===== src/rtl/dmem_responder_if.sv =====
// CPU data-memory port plus verdict and store-log drain signals.
// The slave modport is the responder side; master is the CPU/host side.
interface dmem_responder_if;
  logic        MemWrite;
  logic [31:0] DataAdr;
  logic [31:0] WriteData;
  logic [31:0] ReadData;
  logic        done;
  logic        pass;
  logic        err;
  logic [15:0] store_count;
  logic        log_valid;
  logic        log_ready;
  logic [31:0] log_adr;
  logic [31:0] log_data;
  logic        log_ovf;

  modport slave (
    input  MemWrite, DataAdr, WriteData, log_ready,
    output ReadData, done, pass, err, store_count,
    output log_valid, log_adr, log_data, log_ovf
  );

  modport master (
    output MemWrite, DataAdr, WriteData, log_ready,
    input  ReadData, done, pass, err, store_count,
    input  log_valid, log_adr, log_data, log_ovf
  );
endinterface


===== src/rtl/dmem_responder.sv =====
// Word RAM responder with signature verdict and store log: loads are combinational, stores land next edge.
// Log is a fall-through FIFO popped on log_valid & log_ready; a push into a full, unpopped log is dropped and flagged.
module dmem_responder #(
  parameter int          DEPTH     = 64,
  parameter logic [31:0] SIG_ADDR  = 32'h0000_0064,
  parameter logic [31:0] SIG_VALUE = 32'h0000_0007,
  parameter int          LOG_DEPTH = 8
) (
  input  logic             clk,
  input  logic             reset,
  dmem_responder_if.slave  bus
);
  localparam int AW = $clog2(DEPTH);
  localparam int LW = $clog2(LOG_DEPTH);

  typedef enum logic {RUN, HALT} state_t;

  state_t        r_state;
  logic [31:0]   r_ram [DEPTH];
  logic [31:0]   r_sig;
  logic [31:0]   r_fifo_adr [LOG_DEPTH];
  logic [31:0]   r_fifo_dat [LOG_DEPTH];
  logic [LW-1:0] r_wptr;
  logic [LW-1:0] r_rptr;
  logic [LW:0]   r_cnt;
  logic          r_lv;
  logic          r_done;
  logic          r_pass;
  logic          r_err;
  logic          r_ovf;
  logic [15:0]   r_store_cnt;

  logic          w_aligned;
  logic          w_is_sig;
  logic          w_in_rng;
  logic [AW-1:0] w_ram_idx;
  logic          w_st;
  logic          w_ok;
  logic          w_log;
  logic          w_bad;
  logic          w_ram_we;
  logic          w_full;
  logic          w_pop;
  logic          w_push;
  logic [LW:0]   w_cnt_nxt;

  assign w_aligned = (bus.DataAdr[1:0] == 2'b00);
  assign w_is_sig  = (bus.DataAdr == SIG_ADDR);
  assign w_in_rng  = (bus.DataAdr < 32'(DEPTH * 4));
  assign w_ram_idx = bus.DataAdr[AW+1:2];
  assign w_st      = bus.MemWrite && (r_state == RUN);
  assign w_ok      = w_aligned && (w_is_sig || w_in_rng);
  assign w_log     = w_st && w_ok;
  assign w_bad     = w_st && !w_ok;
  // Signature address wins over RAM even when it aliases a RAM word.
  assign w_ram_we  = w_log && !w_is_sig;

  assign w_full = (r_cnt == (LW+1)'(LOG_DEPTH));
  assign w_pop  = r_lv && bus.log_ready;
  assign w_push = w_log && (!w_full || w_pop);

  always_comb begin
    w_cnt_nxt = r_cnt;
    case ({w_push, w_pop})
      2'b10:   w_cnt_nxt = r_cnt + 1'b1;
      2'b01:   w_cnt_nxt = r_cnt - 1'b1;
      default: w_cnt_nxt = r_cnt;
    endcase
  end

  always_ff @(posedge clk) begin
    if (w_ram_we) r_ram[w_ram_idx] <= bus.WriteData;
    if (w_push) begin
      r_fifo_adr[r_wptr] <= bus.DataAdr;
      r_fifo_dat[r_wptr] <= bus.WriteData;
    end
  end

  always_ff @(posedge clk) begin
    if (reset) begin
      r_state     <= RUN;
      r_sig       <= '0;
      r_done      <= 1'b0;
      r_pass      <= 1'b0;
      r_err       <= 1'b0;
      r_ovf       <= 1'b0;
      r_store_cnt <= '0;
      r_wptr      <= '0;
      r_rptr      <= '0;
      r_cnt       <= '0;
      r_lv        <= 1'b0;
    end else begin
      if (w_bad) r_err <= 1'b1;
      if (w_log && w_is_sig) begin
        r_sig   <= bus.WriteData;
        r_done  <= 1'b1;
        r_pass  <= (bus.WriteData == SIG_VALUE);
        r_state <= HALT;
      end
      if (w_log && (r_store_cnt != 16'hFFFF)) r_store_cnt <= r_store_cnt + 16'd1;
      if (w_log && !w_push) r_ovf <= 1'b1;
      if (w_push) r_wptr <= r_wptr + 1'b1;
      if (w_pop)  r_rptr <= r_rptr + 1'b1;
      r_cnt <= w_cnt_nxt;
      r_lv  <= (w_cnt_nxt != '0);
    end
  end

  assign bus.ReadData = (w_aligned && w_is_sig) ? r_sig :
                        (w_aligned && w_in_rng) ? r_ram[w_ram_idx] : 32'h0;

  assign bus.done        = r_done;
  assign bus.pass        = r_pass;
  assign bus.err         = r_err;
  assign bus.store_count = r_store_cnt;
  assign bus.log_valid   = r_lv;
  assign bus.log_ovf     = r_ovf;
  assign bus.log_adr     = r_lv ? r_fifo_adr[r_rptr] : 32'h0;
  assign bus.log_data    = r_lv ? r_fifo_dat[r_rptr] : 32'h0;
endmodule


===== src/flat_wrapper.sv =====
// flat-port wrapper written by rule: the top's interface ports become plain ports
module dmem_responder_flat 
#(
  parameter int          DEPTH     = 64,
  parameter logic [31:0] SIG_ADDR  = 32'h0000_0064,
  parameter logic [31:0] SIG_VALUE = 32'h0000_0007,
  parameter int          LOG_DEPTH = 8
)
  (clk, reset, bus_MemWrite, bus_DataAdr, bus_WriteData, bus_log_ready, bus_ReadData, bus_done, bus_pass, bus_err, bus_store_count, bus_log_valid, bus_log_adr, bus_log_data, bus_log_ovf);
  dmem_responder_if bus_i ();
  input  logic clk;
  input  logic reset;
  input wire logic [$bits(bus_i.MemWrite)-1:0] bus_MemWrite;
  input wire logic [$bits(bus_i.DataAdr)-1:0] bus_DataAdr;
  input wire logic [$bits(bus_i.WriteData)-1:0] bus_WriteData;
  input wire logic [$bits(bus_i.log_ready)-1:0] bus_log_ready;
  output wire logic [$bits(bus_i.ReadData)-1:0] bus_ReadData;
  output wire logic [$bits(bus_i.done)-1:0] bus_done;
  output wire logic [$bits(bus_i.pass)-1:0] bus_pass;
  output wire logic [$bits(bus_i.err)-1:0] bus_err;
  output wire logic [$bits(bus_i.store_count)-1:0] bus_store_count;
  output wire logic [$bits(bus_i.log_valid)-1:0] bus_log_valid;
  output wire logic [$bits(bus_i.log_adr)-1:0] bus_log_adr;
  output wire logic [$bits(bus_i.log_data)-1:0] bus_log_data;
  output wire logic [$bits(bus_i.log_ovf)-1:0] bus_log_ovf;
  assign bus_i.MemWrite = bus_MemWrite;
  assign bus_i.DataAdr = bus_DataAdr;
  assign bus_i.WriteData = bus_WriteData;
  assign bus_i.log_ready = bus_log_ready;
  assign bus_ReadData = bus_i.ReadData;
  assign bus_done = bus_i.done;
  assign bus_pass = bus_i.pass;
  assign bus_err = bus_i.err;
  assign bus_store_count = bus_i.store_count;
  assign bus_log_valid = bus_i.log_valid;
  assign bus_log_adr = bus_i.log_adr;
  assign bus_log_data = bus_i.log_data;
  assign bus_log_ovf = bus_i.log_ovf;
  dmem_responder #(.DEPTH(DEPTH), .SIG_ADDR(SIG_ADDR), .SIG_VALUE(SIG_VALUE), .LOG_DEPTH(LOG_DEPTH)) u_core (.clk(clk), .reset(reset), .bus(bus_i));
endmodule

===== config.mk =====
export PLATFORM = sky130hd
export DESIGN_NAME = dmem_responder_flat
export DESIGN_NICKNAME = d
export VERILOG_FILES = /design/src/rtl/dmem_responder_if.sv /design/src/rtl/dmem_responder.sv /design/src/flat_wrapper.sv
export SDC_FILE = /design/constraint.sdc
export NUM_CORES = 2
export LEC_CHECK = 0
export CORE_MARGIN = 8
export CORE_UTILIZATION = 35
export CTS_CLUSTER_DIAMETER = 30
export DETAILED_ROUTE_END_ITERATION = 16
export DONT_BUFFER_PORTS = 1
export HOLD_SLACK_MARGIN = 0.15
export PLACE_DENSITY = 0.51
export SYNTH_ARGS = -nofsm -noshare
export SYNTH_HDL_FRONTEND = slang
export SYNTH_SLANG_ARGS = --single-unit

===== constraint.sdc =====
create_clock -name clk -period 11.44 [get_ports clk]
set_input_delay 2.288 -clock clk [delete_from_list [all_inputs] [get_ports clk]]
set_output_delay 2.288 -clock clk [all_outputs]
set_load 0.01 [all_outputs]

==> impl_results.md <==
- Status: finished, violations left
- Failing checks: slew limit
- Num CTS Buffers: 522
- Met3 wire len: 42500 um
- GPL Wtd Cong: roughly 0.88
- Clock Path Buffers: 4
- Post-CTS Resized: 0
- Row count: 197
- Largest net degree at the start of global routing: between 400 and 500
- DRT antenna net count: 0
- Hold Path Class: flop to flop
- Critical path origin: bus_DataAdr[2]
- GRT Overall Usage: 0.228
- Die area: 0.307 sq mm
- Post-Syn Area per Cell: ~19 sq um
- Fin util: 0.429
- Switch Pwr: 5.70 mW
- Worst Path Max Fanout: 160
- Unrepaired setup endpoints after global routing: false
- Clock Latency Late Sink: 0.92 ns
- Clk pin slew, worst setup/hold paths: 0.04 ns
- Clock Skew: 0.0488 ns
- Routed WL: 363000 um
- Layout cells sized above 1: 0.243
- Final #Nets: 5773
- CTS tree: done
- HPWL Detailed: 195000 um
- Yosys top cell area share: 0.759
- EDFF count, synth: 2559
- Post-synthesis compound-gate area fraction: 0.0681
- Power after layout: 26.7 mW
- Met2 Wirelength: ~160000 um
- Number of global-route vias before repair: between 50000 and 60000
- DR top layer: met5
- Commonest non-fill, non-tap cell in the layout: edfxtp_1
- Post-Synth XOR/XNOR Area: 0.00164
- FILL cells: 25100
- Routed len/inst: 36.7 um
- Design area: 0.123 sq mm
- Synth-to-Final Area Change: 22.0%
- Reg2Reg Capture Point: u_core.r_ram[12][30]
- Final critical-path share of the clock period: 0.834
- Fraction of the mapped netlist area in adder cells: 0.000816
- Sw frac: 0.214
- Combinational power share: 0.041
- Sequential cell area fraction in the yosys report: 0.772
- # IOs: about 190
- Max cap viols: 0
- First-pass GRT wire length: 491000 um
- Rel. slew slack: -0.337
- CP top delay family: compound AO/OA/AOI/OAI gates
- Setup TNS: 0 ns
- Antenna violations before repair: 24
- Most frequent cells in the layout: edfxtp_1, clkbuf_16, o22ai_1
- Primary FF master, synth: edfxtp_1
- Flop pwr share: 0.398
- Cell depth of the worst flop-to-flop path: 6
- Synth Area in Simple Gates: 0.0289
- Ranking of synthesized cells by area: edfxtp_1, mux4_2, mux2i_1, o22ai_1, mux2_2
- WL met1: 142000 um
- Starting utilization of the core area: 0.352
- Crit path to: bus_ReadData[12]
- Via Count: approximately 60000
- DR pass1 iterations: 6
- P_leak: 39.1 nW
- Worst Path Required: 9.15 ns
- Critical path's most frequent cell: buf_16
- Htree depth: 6
- Critical path, cell by cell: buf_16, buf_16, nor2b_2, buf_4, a22oi_1, a21oi_1, a211oi_1, o21ai_0, o41ai_2
- Largest family of logic cells by synthesized area: multiplexers
- Setup Fix Bufs, Post-CTS: 0
- Min Tclk post-route: about 9.5 ns
- Drt drc: 0
- Final setup fails: 0
- Peak VDD IR: approximately 0.13 mV
- Global route overflow: 0
- Clock sinks: 2625
- Critical path capture point type: output port
- Internal: 21.0 mW
- Worst path depth: 9
- Netlist cell types: between 80 and 90
- CP max stage delay: 0.87 ns
- Final Hold Violating Endpoints: 0
- Async SR Flop Fraction: 0
- Fin. max-slew vios: 156
- Highest Clock Rate: about 100 MHz
- Slew of the pin with the lowest slew margin: around 2 ns
- WHS: 0.478 ns
- Dpl cell area: 0.106 sq mm
- Kind of critical path: input port to output port
- Core area: 0.288 sq mm
- First DRT Iteration DRCs: a little under 9000
- Mux contribution to synthesized area: 0.108
- Synth area leader: edfxtp_1
- Synth Cell Area: 0.101 sq mm
- Hold Buf Count CTS: 0
- Arr. time, crit path: 7.25 ns
- Register bit total from synthesis: 2625
- Startpoint types: input port
- Bufs and invs on worst path: 3
- Root Buffer: clkbuf_16
- Reg-to-Reg Start: u_core.r_state
- Post-Syn Instances: approximately 5300
- PD cells: 216 mW/mm^2
- FF-to-FF setup slack: 7.21 ns
- Die width: 554 um
- Chip Height: 554 um
- Yosys Warn Count: 0
- Clk pwr share: 0.561
- Via density: approximately 6
- Buffers on Ports: 0
- Critical Path Slowest Stage Cell: a211oi_1
[power groups by stage]
stage | Clock (mW) | Combinational (mW) | Sequential (mW)
after floorplan | 0 | 0.723 | 10.8
after global placement | 0 | 0.996 | 10.8
after detailed placement | 0 | 0.996 | 10.8
after CTS | 15.1 | 0.999 | 10.6
after global routing | 15.6 | 1.13 | 10.6
final | 15.0 | 1.09 | 10.6
[through the flow]
step / std cells / worst slack (ns)
after floorplan: 5375 / 2.90
after global placement: 8950 / 2.59
after detailed placement: 8950 / 2.67
after CTS: 9878 / 2.67
after global routing: 9891 / 1.81
final: 9898 / 1.90
[worst min-delay path: cells and delay by family, from the launching register on]
| family | cells | cell delay [ns] |
|---|---|---|
| compound gates | 1 | 0.07 |
| simple gates | 1 | 0.06 |
| flops | 1 | 0.31 |
[Yosys cell counts, drive strengths merged, types with 5 or more instances]
cell,instances
nor2,228
a222oi,6
a22o,19
and2,6
nand2b,9
nand2,158
edfxtp,2559
o22ai,290
a2111oi,8
or4,5
a211o,5
nor4,18
o22a,21
o32ai,6
mux4,296
a31oi,6
a211oi,42
o211ai,11
clkbuf,115
ha,5
nand3,25
a32oi,6
a32o,21
o41ai,12
a22oi,44
o31ai,12
dfxtp,66
nand4,14
or3,11
o221ai,139
buf,239
mux2i,262
o21ai,141
a2bb2oi,9
xor2,8
inv,12
nor2b,75
and3,16
a21oi,135
xnor2,11
mux2,144
nor3,41
a221oi,31
[registers in the layout, indices dropped and copies added, names as in the netlist, named ones only]
signal / count
u_core.r_ram: 2047
u_core.r_fifo_adr: 256
u_core.r_fifo_dat: 256
u_core.r_sig: 32
u_core.bus.store_count: 16
u_core.r_cnt: 4
u_core.r_rptr: 3
u_core.r_wptr: 3
u_core.bus.err: 1
u_core.bus.log_ovf: 1
u_core.bus.log_valid: 1
u_core.bus.pass: 1
u_core.r_state: 1
[layout make-up]
| cell class | count | area [sq um] | area share |
|---|---|---|---|
| Antenna cell | 14 | 35.0 | 0.000284 |
| Clock buffer | 619 | 13900 | 0.112 |
| Clock inverter | 309 | 3420 | 0.0277 |
| Inverter | 14 | 60.1 | 0.000486 |
| Multi-Input combinational cell | 2382 | 21900 | 0.177 |
| Sequential cell | 2625 | 78200 | 0.633 |
| Tap cell | 3781 | 4730 | 0.0383 |
| Timing Repair Buffer | 154 | 1340 | 0.0108 |
[worst min-delay path by stage]
stage,from,to,depth (start not counted)
2_1_floorplan,u_core.r_rptr[1],flop,2
3_3_place_gp,u_core.r_rptr[1],flop,2
3_5_place_dp,u_core.r_rptr[1],flop,2
4_1_cts,u_core.r_rptr[1],flop,2
5_1_grt,u_core.r_rptr[1],flop,2
6_report,u_core.r_rptr[1],flop,2
[metal layers]
metal  global-route usage  up-vias
li1                     -    23100
met1                0.303    31300
met2                0.338     3897
met3               0.0729      831
met4                0.109        8
met5                    0        -
[cell families after synthesis]
logic type,Yosys count
and+or+nand+nor,627
adders and majority gates,6
buffers and inverters,368
xor gates and xnor gates,19
AOI/OAI and AO/OA,997
other,1
muxes,702
DFF,2625
(Power assumes the default switching activity.)
